### src/rtl/wb_stage.sv
// rtl/wb_stage.sv - RISC-V writeback stage: result select, load extract, register-file write port.
// Optional load-response timeout enabled by defining WB_LOAD_TIMEOUT_EN.
module wb_stage #(
    parameter int REG_ADDR_W   = 5,
    parameter int LOAD_TIMEOUT = 16
) (
    input  logic                  clk_in,
    input  logic                  reset_in,
    input  logic                  instr_valid_in,
    output logic                  instr_ready_out,
    input  logic [REG_ADDR_W-1:0] rd_addr_in,
    input  logic                  rd_wr_en_in,
    input  logic [1:0]            wb_src_in,
    input  logic [31:0]           alu_result_in,
    input  logic [31:0]           pc_plus4_in,
    input  logic [31:0]           csr_data_in,
    input  logic [2:0]            load_funct3_in,
    input  logic [1:0]            load_addr_lsb_in,
    input  logic                  load_rsp_valid_in,
    input  logic [31:0]           load_rsp_data_in,
    output logic [REG_ADDR_W-1:0] rd_addr_out,
    output logic                  wr_en_out,
    output logic [31:0]           rd_out,
    output logic                  retire_out,
    output logic                  load_err_out
);

    typedef enum logic [1:0] {
        IDLE      = 2'd0,
        WAIT_LOAD = 2'd1,
        WRITE     = 2'd2
    } state_t;

    localparam logic [1:0] SRC_ALU  = 2'b00;
    localparam logic [1:0] SRC_LOAD = 2'b01;
    localparam logic [1:0] SRC_PC4  = 2'b10;

    state_t                state;
    logic [REG_ADDR_W-1:0] cap_rd;
    logic                  cap_wr;
    logic [2:0]            cap_funct3;
    logic [1:0]            cap_lsb;

`ifdef WB_LOAD_TIMEOUT_EN
    localparam int CNT_W = $clog2(LOAD_TIMEOUT + 1);
    logic [CNT_W-1:0] wait_cnt;
`endif

    logic        accept;
    logic        writes_rd;
    logic        load_bad;
    logic [31:0] sel_data;
    logic [31:0] load_data;

    assign accept    = instr_valid_in & instr_ready_out;
    assign writes_rd = rd_wr_en_in & (rd_addr_in != '0);

    always_comb begin
        load_bad = 1'b1;
        case (load_funct3_in)
            3'b000, 3'b100: load_bad = 1'b0;
            3'b001, 3'b101: load_bad = load_addr_lsb_in[0];
            3'b010:         load_bad = (load_addr_lsb_in != 2'b00);
            default:        load_bad = 1'b1;
        endcase
    end

    always_comb begin
        case (wb_src_in)
            SRC_ALU: sel_data = alu_result_in;
            SRC_PC4: sel_data = pc_plus4_in;
            default: sel_data = csr_data_in;
        endcase
    end

    // Extraction uses the fields captured at accept, not the live mem-stage inputs.
    always_comb begin
        logic [7:0]  byte_v;
        logic [15:0] half_v;
        byte_v = load_rsp_data_in[8*cap_lsb +: 8];
        half_v = cap_lsb[1] ? load_rsp_data_in[31:16] : load_rsp_data_in[15:0];
        case (cap_funct3)
            3'b000:  load_data = {{24{byte_v[7]}}, byte_v};
            3'b100:  load_data = {24'd0, byte_v};
            3'b001:  load_data = {{16{half_v[15]}}, half_v};
            3'b101:  load_data = {16'd0, half_v};
            default: load_data = load_rsp_data_in;
        endcase
    end

    always_ff @(posedge clk_in or posedge reset_in) begin
        if (reset_in) begin
            state           <= IDLE;
            instr_ready_out <= 1'b1;
            rd_addr_out     <= '0;
            wr_en_out       <= 1'b0;
            rd_out          <= '0;
            retire_out      <= 1'b0;
            load_err_out    <= 1'b0;
            cap_rd          <= '0;
            cap_wr          <= 1'b0;
            cap_funct3      <= '0;
            cap_lsb         <= '0;
`ifdef WB_LOAD_TIMEOUT_EN
            wait_cnt        <= '0;
`endif
        end else begin
            wr_en_out    <= 1'b0;
            retire_out   <= 1'b0;
            load_err_out <= 1'b0;
            case (state)
                IDLE, WRITE: begin
                    if (accept) begin
                        rd_addr_out <= rd_addr_in;
                        if (wb_src_in != SRC_LOAD) begin
                            state           <= WRITE;
                            instr_ready_out <= 1'b1;
                            rd_out          <= sel_data;
                            wr_en_out       <= writes_rd;
                            retire_out      <= 1'b1;
                        end else if (load_bad) begin
                            state           <= WRITE;
                            instr_ready_out <= 1'b1;
                            load_err_out    <= 1'b1;
                            retire_out      <= 1'b1;
                        end else begin
                            state           <= WAIT_LOAD;
                            instr_ready_out <= 1'b0;
                            cap_rd          <= rd_addr_in;
                            cap_wr          <= writes_rd;
                            cap_funct3      <= load_funct3_in;
                            cap_lsb         <= load_addr_lsb_in;
`ifdef WB_LOAD_TIMEOUT_EN
                            wait_cnt        <= '0;
`endif
                        end
                    end else begin
                        state           <= IDLE;
                        instr_ready_out <= 1'b1;
                    end
                end
                WAIT_LOAD: begin
                    // A response in the timeout cycle takes priority over the abort.
                    if (load_rsp_valid_in) begin
                        state           <= WRITE;
                        instr_ready_out <= 1'b1;
                        rd_addr_out     <= cap_rd;
                        rd_out          <= load_data;
                        wr_en_out       <= cap_wr;
                        retire_out      <= 1'b1;
`ifdef WB_LOAD_TIMEOUT_EN
                    end else if (wait_cnt == CNT_W'(LOAD_TIMEOUT - 1)) begin
                        state           <= WRITE;
                        instr_ready_out <= 1'b1;
                        rd_addr_out     <= cap_rd;
                        load_err_out    <= 1'b1;
                        retire_out      <= 1'b1;
                    end else begin
                        wait_cnt <= wait_cnt + 1'b1;
`endif
                    end
                end
                default: begin
                    state           <= IDLE;
                    instr_ready_out <= 1'b1;
                end
            endcase
        end
    end

endmodule

### config.mk
export PLATFORM = sky130hd
export DESIGN_NAME = wb_stage
export DESIGN_NICKNAME = d
export VERILOG_FILES = /design/src/rtl/wb_stage.sv
export SDC_FILE = /design/constraint.sdc
export NUM_CORES = 1
export LEC_CHECK = 0
export CORE_ASPECT_RATIO = 1.5
export CORE_MARGIN = 8
export CORE_UTILIZATION = 44
export DETAILED_ROUTE_END_ITERATION = 10
export GPL_TIMING_DRIVEN = 0
export PLACE_DENSITY_LB_ADDON = 0.12
export SYNTH_ARGS = -nofsm -noshare
export SYNTH_HDL_FRONTEND = slang
export SYNTH_SLANG_ARGS = --single-unit
### constraint.sdc
create_clock -name clk_in -period 5.1 [get_ports clk_in]
set_input_delay 1.02 -clock clk_in [delete_from_list [all_inputs] [get_ports clk_in]]
set_output_delay 1.02 -clock clk_in [all_outputs]
set_load 0.005 [all_outputs]
==> results.md <==
- The net count of the finished layout is around 730.
- The critical-path cell with the highest stage delay is sky130_fd_sc_hd__clkdlybuf4s50_1.
- The largest total area in the synthesized netlist belongs to sky130_fd_sc_hd__dfrtp_1.
- The class of the most critical hold timing path is reg -> reg.
- The final-report max-slew violation count is 0.
- In this run, synthesis produced a sequential element count of 54.
- The number of antenna diodes in the final layout is 0.
- The tool flagged a number of max-cap violations equal to 0.
- Summing the sequential cell areas from Yosys gives between 30% and 40% of the chip area.
- The xor and xnor fraction of the mapped netlist area is 0%.
- For the final database, setup skew stands at between 0.006 and 0.007 ns.
- Relative to the synthesized area, the layout overhead comes to 58.65%.
- In the finished design, the share of the clock period the worst path needs comes to between 50% and 60%.
- After synthesis, the most frequently instantiated cells are sky130_fd_sc_hd__dfrtp_1, sky130_fd_sc_hd__mux2_2, sky130_fd_sc_hd__nor2_1.
- The minimum clock period after layout is 2.806 ns.
- Global routing used between 20% and 30% of the available tracks.
- The multi-input combinational cells in the finished layout cover a total of 2170 sq um.
- The critical path contains buffers and inverters numbering 3 combined.
- The first-pass iteration count of the detailed router is 4.
- The post-synthesis mux area share is between 20% and 30%.
- Among all flip-flop cells after synthesis, the most frequent one is sky130_fd_sc_hd__dfrtp_1.
- The simple-gate share of the synthesized area is between 10% and 20%.
- The number of cells traversed by the worst hold path is 2.
- The initial DRC count is ~240.
- For hold timing, the worst endpoint is rd_addr_out[1].
- The width of the chip is around 90 um.
- The via count of the first global-routing pass is 4,228.
- Dividing total power by cell area gives a power density of roughly 280 nW/um^2.
- Ranked by total cell area, the synthesized netlist is headed by sky130_fd_sc_hd__dfrtp_1, sky130_fd_sc_hd__mux2_2, sky130_fd_sc_hd__mux2i_1, sky130_fd_sc_hd__nor2_1, sky130_fd_sc_hd__nand2_1.
- The number of clock buffers added by TritonCTS is 5.
- The net count of the mapped netlist is 536.
- The worst-case IR drop observed on VDD is roughly 0.26 mV.
- The arrival time of the worst setup path is 2.96 ns.
- Summed over all layers, the routed wires come to around 14 mm.
- At the pin with the least slew margin, the transition time is approximately 0.75 ns.
- For the worst flop-to-flop path, the logic depth is 5.
- Setup repair after global routing left no endpoint under its margin.
- In this run the clock root is driven by a sky130_fd_sc_hd__clkbuf_16.
- The number of endpoints with negative hold slack in the final report came to 0.
- The count of unique library cells instantiated by Yosys is 39.
- The average detailed-routed wire length per instance is 19.86 um.
- After routing, the total negative slack on setup checks comes to 0 ns.
- The clock net in this run drives a total of 54 sinks.
- The post-DP HPWL is 11.24 mm.
- The finished cells cover between 5000 and 6000 sq um.
- Among all cell types in the netlist, the one instantiated most often is sky130_fd_sc_hd__dfrtp_1.
- Along the worst path, the maximum fanout reaches 10.
- The clock transition at the register clock pins on the worst setup and hold paths after CTS is about 0.080 ns.
- The CTS H-tree depth is 2.
- The global placer's final weighted congestion is between 0.8 and 0.9.
- Synthesis handed over a netlist of ~390 instances.
- In this run the critical register-to-register path is launched from instr_ready_out.
- The critical path is of the in -> reg type.
- The total number of yosys warnings is 0.
- The placeable core region is about 8300 sq um.
- After floorplanning, the core was divided into around 40 placement rows.
- In this run the vertical extent of the chip is around 130 um.
- The total global routing overflow is 0.
- In this run the post-CTS setup repair buffer count came out at 0.
- Setup violations remaining at the end of the flow were counted as 0.
- The die area is 11,610 sq um.
- The synthesized-area fraction occupied by ao, oa, aoi and oai cells is about a fifth.
- The number of hold-repair buffers added at the cts stage is 0.
- The max-slew headroom at the worst pin is between 50 and 60%.
- The arithmetic-cell share of the synthesized area counting full adders, half adders and majority gates is 0%.
- The deepest clock path buffer count is 2.
- For the worst-skew pair, the clock arrives at the later sink with an insertion delay of 0.30 ns.
- The endpoint kind of the worst setup timing path is a flip-flop.
- After detailed placement, the total cell area comes to approximately 5700 sq um.
- The first-pass GRT wire length is 21.47 mm.
- The category of the worst setup path launch point is an input pin.
- For the worst setup path, the data required time is between 5 and 6 ns.
- The minimum setup slack among reg-to-reg paths is 2.95 ns.
- The achievable clock frequency is between 300 and 400 MHz.
- The dominant combinational cell family by area after synthesis is multiplexers.
- Summing every instance area after synthesis gives 3680 sq um.
- After detailed routing, the number of vias per cell comes to between 5 and 6.
- TritonCTS built the clock tree.
- The number of enable flip-flop cells after synthesis is 0.
- The sequential cell area in the final layout is about 1400 sq um.
- The initial antenna violation count was 0.
- In this run the static leakage power is ~2.4 nW.
- The final setup slack of the worst path is approximately 2.3 ns.
- In the synthesized netlist the async set-or-reset flop fraction comes to 100.0%.
- The cell class contributing the biggest share of worst-path delay is buffers and inverters.
- In this run the mean area of a mapped cell was 9.411 sq um.
- Of the post-synthesis cell area, the dominant cell type holds 36.04%.
- The placement-stage worst setup slack is ~2.0 ns.
- The endpoint of the worst register-to-register path is rd_out[26].
- On the worst path, the slowest cell contributes a delay of around 0.5 ns.
- During I/O placement, the number of pins put on the boundary was between 150 and 200.
- The maximum number of pins on one net before global-route repair is just over 40.
- The total of buffers placed on input and output ports is 183.
- The startpoint identified for the worst hold timing path is rd_addr_out[1].
- The post-route netlist has 13.55% of its cells at a drive strength greater than 1.
- Traced cell by cell, the critical path runs through clkdlybuf4s50_1, nand3b_1, o21ai_0, buf_2, clkbuf_1, a221oi_1.
- For this run, design rule violations remaining after detail routing come to 0.
- The run finished with clean final reports.
- The filler cell count in the final layout is ~680.
- The starting density of the core is about 45%.
- The number of resized instances in the post-cts repair step is 0.
- The final antenna-violating net count is 0.
- The via count is 3,879.
placed cells by master, fill, tap and decap left out, types with 2 or more instances in the layout:
cell type | Yosys | final
sky130_fd_sc_hd__clkdlybuf4s50_1 | 0 | 183
sky130_fd_sc_hd__dfrtp_1 | 53 | 53
sky130_fd_sc_hd__nor2_1 | 51 | 51
sky130_fd_sc_hd__mux2_2 | 51 | 51
sky130_fd_sc_hd__nand2_1 | 40 | 40
sky130_fd_sc_hd__mux2i_1 | 37 | 37
sky130_fd_sc_hd__clkbuf_1 | 18 | 18
sky130_fd_sc_hd__o21ai_0 | 17 | 17
sky130_fd_sc_hd__a221oi_1 | 16 | 16
sky130_fd_sc_hd__a22oi_1 | 15 | 15
sky130_fd_sc_hd__buf_2 | 12 | 12
sky130_fd_sc_hd__a21oi_1 | 12 | 12
sky130_fd_sc_hd__nor2b_1 | 10 | 10
sky130_fd_sc_hd__a31oi_1 | 9 | 9
sky130_fd_sc_hd__a2111o_1 | 8 | 8
sky130_fd_sc_hd__o221ai_1 | 7 | 7
sky130_fd_sc_hd__clkbuf_16 | 0 | 5
sky130_fd_sc_hd__nand2b_1 | 4 | 4
sky130_fd_sc_hd__nand3_1 | 3 | 3
sky130_fd_sc_hd__nand3b_1 | 3 | 3
sky130_fd_sc_hd__o31a_1 | 2 | 2
sky130_fd_sc_hd__a21oi_2 | 2 | 2
sky130_fd_sc_hd__inv_1 | 3 | 2
sky130_fd_sc_hd__inv_6 | 0 | 2
how the worst max path moves through the flow:
stage	startpoint	cells after the start	slack, ns	endpoint
6_report	instr_valid_in	6	2.29	rd_out[26]
5_1_grt	instr_valid_in	6	2.13	rd_out[26]
4_1_cts	instr_valid_in	6	2.31	rd_out[26]
3_5_place_dp	instr_valid_in	6	2.01	rd_out[27]
3_3_place_gp	reset_in	2	1.69	rd_out[12]
2_1_floorplan	wb_src_in[1]	6	2.67	rd_out[8]
stage by stage:
step | instances | hold WS (ns) | power [W] | utilization [%]
after floorplan | 391 | 0.4733 | 0.0008957 | -
after global placement | 681 | 0.4683 | 0.001218 | 68.35
after detailed placement | 682 | 0.4758 | 0.001238 | 68.60
after CTS | 690 | 0.4882 | 0.001639 | 70.69
after global routing | 690 | 0.5302 | 0.001720 | 70.69
final | 690 | 0.4821 | 0.001632 | 70.69
layer usage:
metal  GRT usage (%)  up-vias  wire, um
met2           43.68      168      7450
met3           5.393       35       885
met5               0        -         0
met4           10.14        0       457
li1                -     1833         -
met1           23.54     1843      4911
tightest hold or removal path, delay by kind of cell (launching register included):
kind               cells  cell delay (ns)
DFF                    1             0.34
AOI/OAI and AO/OA      1             0.06
and+or+nand+nor        1             0.05
power by group:
group	total, W	switching [W]	internal (W)
registers	0.000574	0.0000575	0.000516
clock network	0.000403	0.000167	0.000236
logic	0.000655	0.000278	0.000376
total	0.00163	0.000503	0.00113
final cells by class:
cell class	count	area share, %
inverter	4	0.2572
sequential	54	23.17
clock buffer	5	2.143
buffer	32	2.443
timing repair buffer	184	31.72
clock inverter	3	0.8144
tap	107	2.293
multi-input combinational	301	37.16
sequential cells by signal, summed over array words and instances, names as in the netlist:
register	count
rd_out	32
retire_out	1
instr_ready_out	1
state	2
cap_rd	5
wr_en_out	1
cap_funct3	3
cap_lsb	2
load_err_out	1
cap_wr	1
rd_addr_out	5
cell families after synthesis:
family                 count (synthesis)
AO/OA/AOI/OAI                         94
AND/OR/NAND/NOR                      118
flip-flops                            54
buffers and inverters                 36
multiplexers                          89
Power figures use the tool's default switching activity.
